**src/rtl/tape_input_decoder.sv**
```systemverilog
// Cassette input demodulator: synchronise and filter the comparator level, classify
// rising-edge periods as 0/1 bits, lock on a leader and frame LSB-first bytes.
module tape_input_decoder #(
  parameter int SYNC_STAGES = 2,
  parameter int FILT_LEN    = 4,
  parameter int CNT_W       = 16,
  parameter int T_MIN       = 400,
  parameter int T_SPLIT     = 2000,
  parameter int T_MAX       = 8000,
  parameter int LEADER_MIN  = 64
) (
  input  logic       clk_cpu,
  input  logic       rst_n,
  input  logic       tape_input,
  input  logic       enable,
  output logic       tape_clean,
  output logic [7:0] byte_data,
  output logic       byte_valid,
  input  logic       byte_ready,
  output logic       locked,
  output logic       overrun,
  output logic [1:0] dbg_state
);

  typedef enum logic [1:0] {
    IDLE   = 2'd0,
    LEADER = 2'd1,
    SYNC   = 2'd2,
    DATA   = 2'd3
  } state_t;

  localparam int FCW = $clog2(FILT_LEN + 1);
  localparam int LCW = $clog2(LEADER_MIN + 1);
  localparam logic [CNT_W-1:0] T_MIN_C   = CNT_W'(T_MIN);
  localparam logic [CNT_W-1:0] T_SPLIT_C = CNT_W'(T_SPLIT);
  localparam logic [CNT_W-1:0] T_MAX_C   = CNT_W'(T_MAX);
  localparam logic [LCW-1:0]   LEAD_MIN_C = LCW'(LEADER_MIN);
  localparam logic [LCW-1:0]   LEAD_SAT_C = {LCW{1'b1}};

  state_t           state;
  logic [SYNC_STAGES-1:0] sync_q;
  logic [FCW-1:0]   filt_cnt;
  logic             clean_prev;
  logic [CNT_W-1:0] cnt;
  logic             bit_evt;
  logic             bit_val;
  logic             timeout_evt;
  logic [LCW-1:0]   lead_cnt;
  logic [2:0]       bit_cnt;
  logic [6:0]       shift_q;

  logic synced;
  logic edge_ok;
  logic accept;
  logic byte_done;

  assign synced    = sync_q[SYNC_STAGES-1];
  assign edge_ok   = tape_clean && !clean_prev && (cnt >= T_MIN_C);
  assign accept    = byte_valid && byte_ready;
  assign byte_done = enable && !timeout_evt && (state == DATA) && bit_evt && (bit_cnt == 3'd7);
  assign dbg_state = state;

  // Front end: synchroniser, run-length filter and period counter.
  always_ff @(posedge clk_cpu or negedge rst_n) begin
    if (!rst_n) begin
      sync_q      <= '0;
      filt_cnt    <= '0;
      tape_clean  <= 1'b0;
      clean_prev  <= 1'b0;
      cnt         <= '0;
      bit_evt     <= 1'b0;
      bit_val     <= 1'b0;
      timeout_evt <= 1'b0;
    end else begin
      sync_q     <= {sync_q[SYNC_STAGES-2:0], tape_input};
      clean_prev <= tape_clean;
      if (synced != tape_clean) begin
        if (filt_cnt == FCW'(FILT_LEN - 1)) begin
          tape_clean <= synced;
          filt_cnt   <= '0;
        end else begin
          filt_cnt <= filt_cnt + 1'b1;
        end
      end else begin
        filt_cnt <= '0;
      end
      // Restart at 1 so the edge cycle itself is part of the next period.
      bit_evt     <= edge_ok;
      bit_val     <= (cnt >= T_SPLIT_C);
      timeout_evt <= !edge_ok && (cnt == T_MAX_C - 1'b1);
      if (edge_ok) begin
        cnt <= CNT_W'(1);
      end else if (cnt != T_MAX_C) begin
        cnt <= cnt + 1'b1;
      end
    end
  end

  // Framing FSM and output register.
  always_ff @(posedge clk_cpu or negedge rst_n) begin
    if (!rst_n) begin
      state      <= IDLE;
      lead_cnt   <= '0;
      bit_cnt    <= '0;
      shift_q    <= '0;
      byte_data  <= '0;
      byte_valid <= 1'b0;
      locked     <= 1'b0;
      overrun    <= 1'b0;
    end else begin
      if (accept) byte_valid <= 1'b0;
      if (byte_done) begin
        if (!byte_valid || accept) begin
          byte_data  <= {bit_val, shift_q};
          byte_valid <= 1'b1;
        end else begin
          overrun <= 1'b1;
        end
      end

      if (!enable) begin
        state    <= IDLE;
        lead_cnt <= '0;
        locked   <= 1'b0;
        overrun  <= 1'b0;
      end else if (timeout_evt) begin
        state    <= IDLE;
        lead_cnt <= '0;
        locked   <= 1'b0;
      end else begin
        case (state)
          IDLE: begin
            lead_cnt <= '0;
            locked   <= 1'b0;
            state    <= LEADER;
          end
          LEADER: begin
            if (bit_evt) begin
              if (!bit_val) begin
                if (lead_cnt != LEAD_SAT_C) lead_cnt <= lead_cnt + 1'b1;
              end else if (lead_cnt >= LEAD_MIN_C) begin
                state   <= DATA;
                bit_cnt <= '0;
                locked  <= 1'b1;
              end else begin
                lead_cnt <= '0;
              end
            end
          end
          SYNC: begin
            if (bit_evt && bit_val) begin
              state   <= DATA;
              bit_cnt <= '0;
            end
          end
          DATA: begin
            if (bit_evt) begin
              shift_q <= {bit_val, shift_q[6:1]};
              bit_cnt <= bit_cnt + 1'b1;
              if (bit_cnt == 3'd7) state <= SYNC;
            end
          end
          default: state <= IDLE;
        endcase
      end
    end
  end

endmodule

```
**config.mk**
```make
export PLATFORM = sky130hd
export DESIGN_NAME = tape_input_decoder
export DESIGN_NICKNAME = d
export VERILOG_FILES = /design/src/rtl/tape_input_decoder.sv
export SDC_FILE = /design/constraint.sdc
export NUM_CORES = 1
export LEC_CHECK = 0
export BUFFER_PORTS_ARGS = -buffer_cell sky130_fd_sc_hd__clkbuf_2
export CELL_PAD_IN_SITES_DETAIL_PLACEMENT = 1
export CELL_PAD_IN_SITES_GLOBAL_PLACEMENT = 1
export CORE_MARGIN = 2
export CORE_UTILIZATION = 48
export CTS_CLUSTER_DIAMETER = 200
export DETAILED_ROUTE_END_ITERATION = 10
export MAX_ROUTING_LAYER = met4
export PLACE_DENSITY = 0.78
export SLEW_MARGIN = 10
export SYNTH_ARGS = -nofsm -noshare
export SYNTH_HDL_FRONTEND = slang
export SYNTH_SLANG_ARGS = --single-unit
```
**constraint.sdc**
```tcl
create_clock -name clk_cpu -period 2.2 [get_ports clk_cpu]
set_clock_uncertainty 0.2 [all_clocks]
set_input_delay 0.11 -clock clk_cpu [delete_from_list [all_inputs] [get_ports clk_cpu]]
set_output_delay 0.11 -clock clk_cpu [all_outputs]
set_load 0.01 [all_outputs]
```
==> flow_summary.ini, run 1 <==
[synth]
ys_seq_area_frac = 0.538
synthMuxAreaShare = 0.0687
synthCells = 223
syn-num-nets = 234
synth_top_area_share = 0.538
synth_cell_types = 51
syn-cell-area_um2 = 2600
yosysWarnings = 0
synth_simple_gate_area_frac = 0.196
async_flop_share = 1.00
avgSynthCellArea_um2 = 11.7
synthXorXnorAreaFrac = 0.0538
ys.flop_type = dfrtp_1
synth_top_area_cell = dfrtp_1
synth_top_family_by_area = simple AND/OR/NAND/NOR gates
ys_seq_elements = 56
synthAdderAreaFrac = 0.0288
synth-edff-count = 0
synth_compound_area_frac = 0.0875
ys_top_cells_by_area = dfrtp_1 (54%), xor2_1 (3.7%), mux2_2 (3.5%), mux2_1 (3.0%), ha_1 (2.9%)

[clock_network]
cts_resized = 0
clock_sinks = 56
clockRootBuffer = clkbuf_8
clock_latency_ps = 310
cts_tree = done
htree_num_levels = 2
clock_path_buffers = 2
cts.clk_slew.worst_paths_ps = 100
cts_made_buffers = 5

[setup_path]
rr_startpoint = cnt[14]
path_max_fanout = 12
path_depth = 4
crit_end = timeout_evt
r2r-end = timeout_evt
end_kind = flip-flop
required_ps = 2230
slowest_delay_ps = 450
regToRegSetupSlack_ps = 210
path_cells = or3_1 > nor3_2 > a311oi_4 > nor4_2
worstRegToRegCells = 4
critPathBufInv = 0
crit_path_top_delay_cell = dfrtp_1
arrival_ps = 2020
crit_family = simple AND/OR/NAND/NOR gates
cp-start-kind = flip-flop
critPathLaunch = cnt[14]
worstSetupPathType = reg2reg

[sta]
hold_viol = 0
setup_violations = 0
fmax_mhz = 502
tightestPinTransition_ps = 677
min_period_over_period = 0.906
layout_setup_ws_ps = 206
maxSlewViolCount = 0
timing.hold.ws_ps = 119
max-slew-margin-rel = 0.549
finalSetupTns_ps = 0
fin_crit_ps = 1990
grt_setup_unrepaired = no

[global_route]
grt_usage = 0.206
grt_start_max_net_pins = 35
grt-ovfl-total = 0
grt_pass1_vias = 1934
antenna_found_initial = 0
grt_pass1_wl_um = 9410

[detailed_routing]
drtIter0Drc = 46
ant_nets = 0
drc = 0
drt-pass1-iter-count = 4
routed_wl_um = 5460
wl_per_cell_um = 16.7
viasPerCell = 5.50
vias = 1793

[floorplanning]
die_w_um = 77.6
fp-row-count = 26
pin_count = 19
die_y_um = 77.6
core_area_um2 = 5170
dieArea_um2 = 6030
start_util = 0.503

[layout]
stdcell_count = 326
n_antenna_cell = 0
drive_above_1_share = 0.254
nets = 266
syn_to_final_growth_pct = 14.3

[power_and_ir_drop]
p_total_w = 0.00194
ir_worst_vdd_mv = 0.450
p_leak_nw = 1.37
powerDensity_nw_per_um2 = 653

[place]
port_buffers = 18
gp_congestion = 0.805
dp_slack_ps = 107
dp_hpwl_um = 3810
dp_cells = 310

[worst_hold_path]
hold_path_class = in2async

[run]
max_cap_violations = 0

[run_status]
status = completed
-- stage by stage --
step / utilization / cell area, um2
2_1_floorplan: - / 2600
3_3_place_gp: 0.538 / 2780
3_5_place_dp: 0.538 / 2780
4_1_cts: 0.569 / 2950
5_1_grt: 0.575 / 2980
6_report: 0.575 / 2980
-- worst min-delay path by stage --
stage                     slack (ps)  startpoint           to  cells after the start
after CTS                        130       rst_n  lead_cnt[5]                      2
after detailed placement         -60       rst_n  lead_cnt[5]                      1
after global routing             170   sync_q[0]    sync_q[1]                      0
after global placement           -60       rst_n  lead_cnt[5]                      1
after floorplan                 -390       rst_n   bit_cnt[0]                      0
final                            120       rst_n  lead_cnt[5]                      2
-- cells by family after synthesis --
kind of cell / count (synthesis)
xor gates and xnor gates: 16
buffers and inverters: 14
adders and majority gates: 6
muxes: 16
DFF: 56
and+or+nand+nor: 83
AOI/OAI and AO/OA: 32
-- routing by layer --
metal	vias to the layer above	routed length, um	GRT usage
li1	846	-	-
met1	905	2300	0.244
met2	27	2850	0.349
met3	15	131	0.0360
met4	0	172	0.0839
met5	-	0	-
-- worst register-to-register path: cells and delay by family, from the launching register on --
kind,cells,cell delay (ps)
AOI/OAI and AO/OA,1,270
DFF,1,450
and+or+nand+nor,3,990
-- cell usage after synthesis (2+ instances only) --
master,instances
a21oi_1,7
a41oi_1,2
and2_1,2
and3_1,4
and4_1,2
buf_4,2
dfrtp_1,56
ha_1,6
inv_1,10
mux2_1,7
mux2_2,8
nand2_1,9
nand2b_1,3
nand3_1,9
nand3_2,2
nand4_1,5
nor2_1,14
nor2_2,9
nor2b_1,3
nor3_1,4
nor4_1,2
o211ai_1,2
o21ai_0,11
or3_1,3
xnor2_1,5
xor2_1,11
-- cell usage in the layout (no fill, tap or decap), drive strengths merged, types with 2 or more instances in the layout --
cell type    count
dlygate4sd3      4
nand2           11
a41oi            2
and4             2
nand2b           3
a21oi            8
mux2            15
inv             10
nor2            23
o21ai           13
nor2b            3
dfrtp           56
nor3             5
buf              7
xnor2            5
nand4            5
and3             5
a31oi            2
or3              3
nor4             4
clkbuf          24
ha               6
and2             2
nand3           11
o211ai           3
xor2            11
-- report_power, final --
part	switching, W	leakage, nW	total [W]	internal, W
combinational	0.0000760	0.567	0.000126	0.0000503
sequential	0.0000327	0.745	0.00110	0.00106
clock	0.000346	0.0614	0.000719	0.000373
total	0.000455	1.37	0.00194	0.00149
-- flip-flops by register name, indices dropped and copies added (netlist names), 2 cells and up --
signal,cells
cnt,16
byte_data,8
lead_cnt,7
shift_q,7
bit_cnt,3
filt_cnt,3
dbg_state,2
sync_q,2
-- layout make-up --
cell class	instances	area, um2
clock buffers	6	82.6
clock inverters	2	38.8
fillers	560	2200
inverters	10	37.5
multi-input cells	153	1130
flip-flops and latches	56	1400
well taps	70	87.6
repair buffers	29	195
-- repair_timing --
item | in CTS | in global routing
hold endpoints to repair | 27 | 0
hold buffers | 4 | 0
buffers inserted | 0 | 4
endpoints found under the setup margin | 0 | 2
(Power assumes the default switching activity.)
==> inputs of run 2 (changes only) <==
- MAX_ROUTING_LAYER: met4 -> unset
==> run 2 against run 1 <==
- global-route usage down 0.64 points
- design area is the same
- sequential share of layout area unchanged
- hold slack lost 4.5 ps
- total power did not move
- cell count unchanged
- setup slack worse by 2.4 ps
- sequential power about the same
- via count down 0.17%
- utilization did not move
- sequential cell count stayed put
- first-iteration DRC count fell by 20%
- highest routed layer unchanged
==> flow_summary.ini, run 2 (synthesis results as in run 1) <==
[run_status]
status = completed

[power_and_ir_drop]
swShare = 0.234
clkPwrFrac = 0.370
p_int_w = 0.00149
powerDensity_nw_per_um2 = 653
p_seq_frac = 0.565
ir_worst_vdd_mv = 0.450
p_leak_nw = 1.37
p_sw_w = 0.000455
power_frac_comb = 0.065

[detailed_routing]
drc = 0
vias = 1790
drt-pass1-iter-count = 4
ant_nets = 0
routed_wl_um = 5480
wl_per_cell_um = 16.8
viasPerCell = 5.49
drtIter0Drc = 37

[setup_path]
crit_path_top_delay_cell = dfrtp_1
arrival_ps = 2020
worstSetupPathType = reg2reg
end_kind = flip-flop
cp-start-kind = flip-flop
path_max_fanout = 12
rr_startpoint = cnt[14]
worstRegToRegCells = 4
path_cells = or3_1 > nor3_2 > a311oi_4 > nor4_2
required_ps = 2230
critPathLaunch = cnt[14]
slowest_delay_ps = 450

[sta]
fin_crit_ps = 2000
layout_setup_ws_ps = 204
setup_violations = 0
hold_viol = 0
finalSetupTns_ps = 0
min_period_over_period = 0.907
fmax_mhz = 501
max-slew-margin-rel = 0.548
maxSlewViolCount = 0
tightestPinTransition_ps = 677
grt_setup_unrepaired = no

[global_route]
grt_usage = 0.200
grt-ovfl-total = 0
grt_pass1_vias = 1935
grt.busiest_layer = met2
grtUsageMet1 = 0.240
use_met3 = 0.0360
grt_pass1_wl_um = 9380
antenna_found_initial = 0
grt_start_max_net_pins = 35
grtUsageMet2 = 0.351

[floorplanning]
pin_count = 19
dieArea_um2 = 6030
core_area_um2 = 5170
die_w_um = 77.6
start_util = 0.503
fp-row-count = 26
die_y_um = 77.6

[place]
port_buffers = 18
dp_cells = 310
dp_slack_ps = 107
dp_hpwl_um = 3810
gp_congestion = 0.794

[layout]
top_register = cnt
seq_area_um2 = 1400
final_util = 0.575
syn_to_final_growth_pct = 14.3
stdcell_count = 326
final_cell_mix = dfrtp_1 (56), clkbuf_2 (18), nor2_1 (14), o21ai_0 (11), xor2_1 (11)
layout_commonest_cell = dfrtp_1
fill_cells = 560
largest_register_ffs = 16
n_antenna_cell = 0
nets = 266
multi_input_area_um2 = 1130
reg.largest.list = cnt (16), byte_data (8)
drive_above_1_share = 0.254

[clock_network]
clock_latency_ps = 320
cts.clk_slew.worst_paths_ps = 100
cts_made_buffers = 5
htree_num_levels = 2
cts_tree = done
clockRootBuffer = clkbuf_8
clock_path_buffers = 2
clock_sinks = 56

[run]
max_cap_violations = 0

[worst_hold_path]
hold_path_class = in2async
run 2: area by class of cell:
cell class	instances	area share
Sequential cell	56	0.471
Multi-Input combinational cell	153	0.381
Timing Repair Buffer	29	0.0656
Tap cell	70	0.0294
Clock buffer	6	0.0278
Clock inverter	2	0.0130
Inverter	10	0.0126
run 2: repair_timing:
item                                    4_1_cts  5_1_grt
endpoints found under the setup margin        0        3
resized for setup                             0        0
hold endpoints to repair                     27        0
setup buffers                                 0        4
hold buffers                                  4        0
run 2: path summary, 6_finish.rpt:
kind / end / slack (ps)
setup / recovery: timeout_evt / 200
hold / removal: lead_cnt[5] / 110
setup reg to reg: timeout_evt / 200
hold reg to reg: sync_q[1] / 160
max in group asynchronous: byte_data[5] / 1100
min in group clk_cpu: sync_q[1] / 160
run 2: routing by layer:
layer	part of all wire	wire [um]
met2	0.53	2890
met4	0.028	154
met1	0.42	2310
met3	0.024	132
met5	0	0
run 2: power by group through the flow:
stage | registers, W | clock network [W] | logic [W]
3_5_place_dp | 0.00112 | 0 | 0.000122
3_3_place_gp | 0.00111 | 0 | 0.000118
2_1_floorplan | 0.00111 | 0 | 0.0000627
4_1_cts | 0.00110 | 0.000731 | 0.000129
5_1_grt | 0.00110 | 0.000765 | 0.000145
6_report | 0.00110 | 0.000719 | 0.000126
run 2: critical path: cells and delay by family, from the launching register on:
family | cells | cell delay [ps]
DFF | 1 | 450
and+or+nand+nor | 3 | 990
AOI/OAI and AO/OA | 1 | 270
run 2: metrics by stage:
step	total power [W]	hold WS [ps]	instance area, um2
2_1_floorplan	0.00118	-386	2600
3_3_place_gp	0.00123	-59.5	2780
3_5_place_dp	0.00124	-55.4	2780
4_1_cts	0.00196	133	2950
5_1_grt	0.00201	167	2980
6_report	0.00194	114	2980
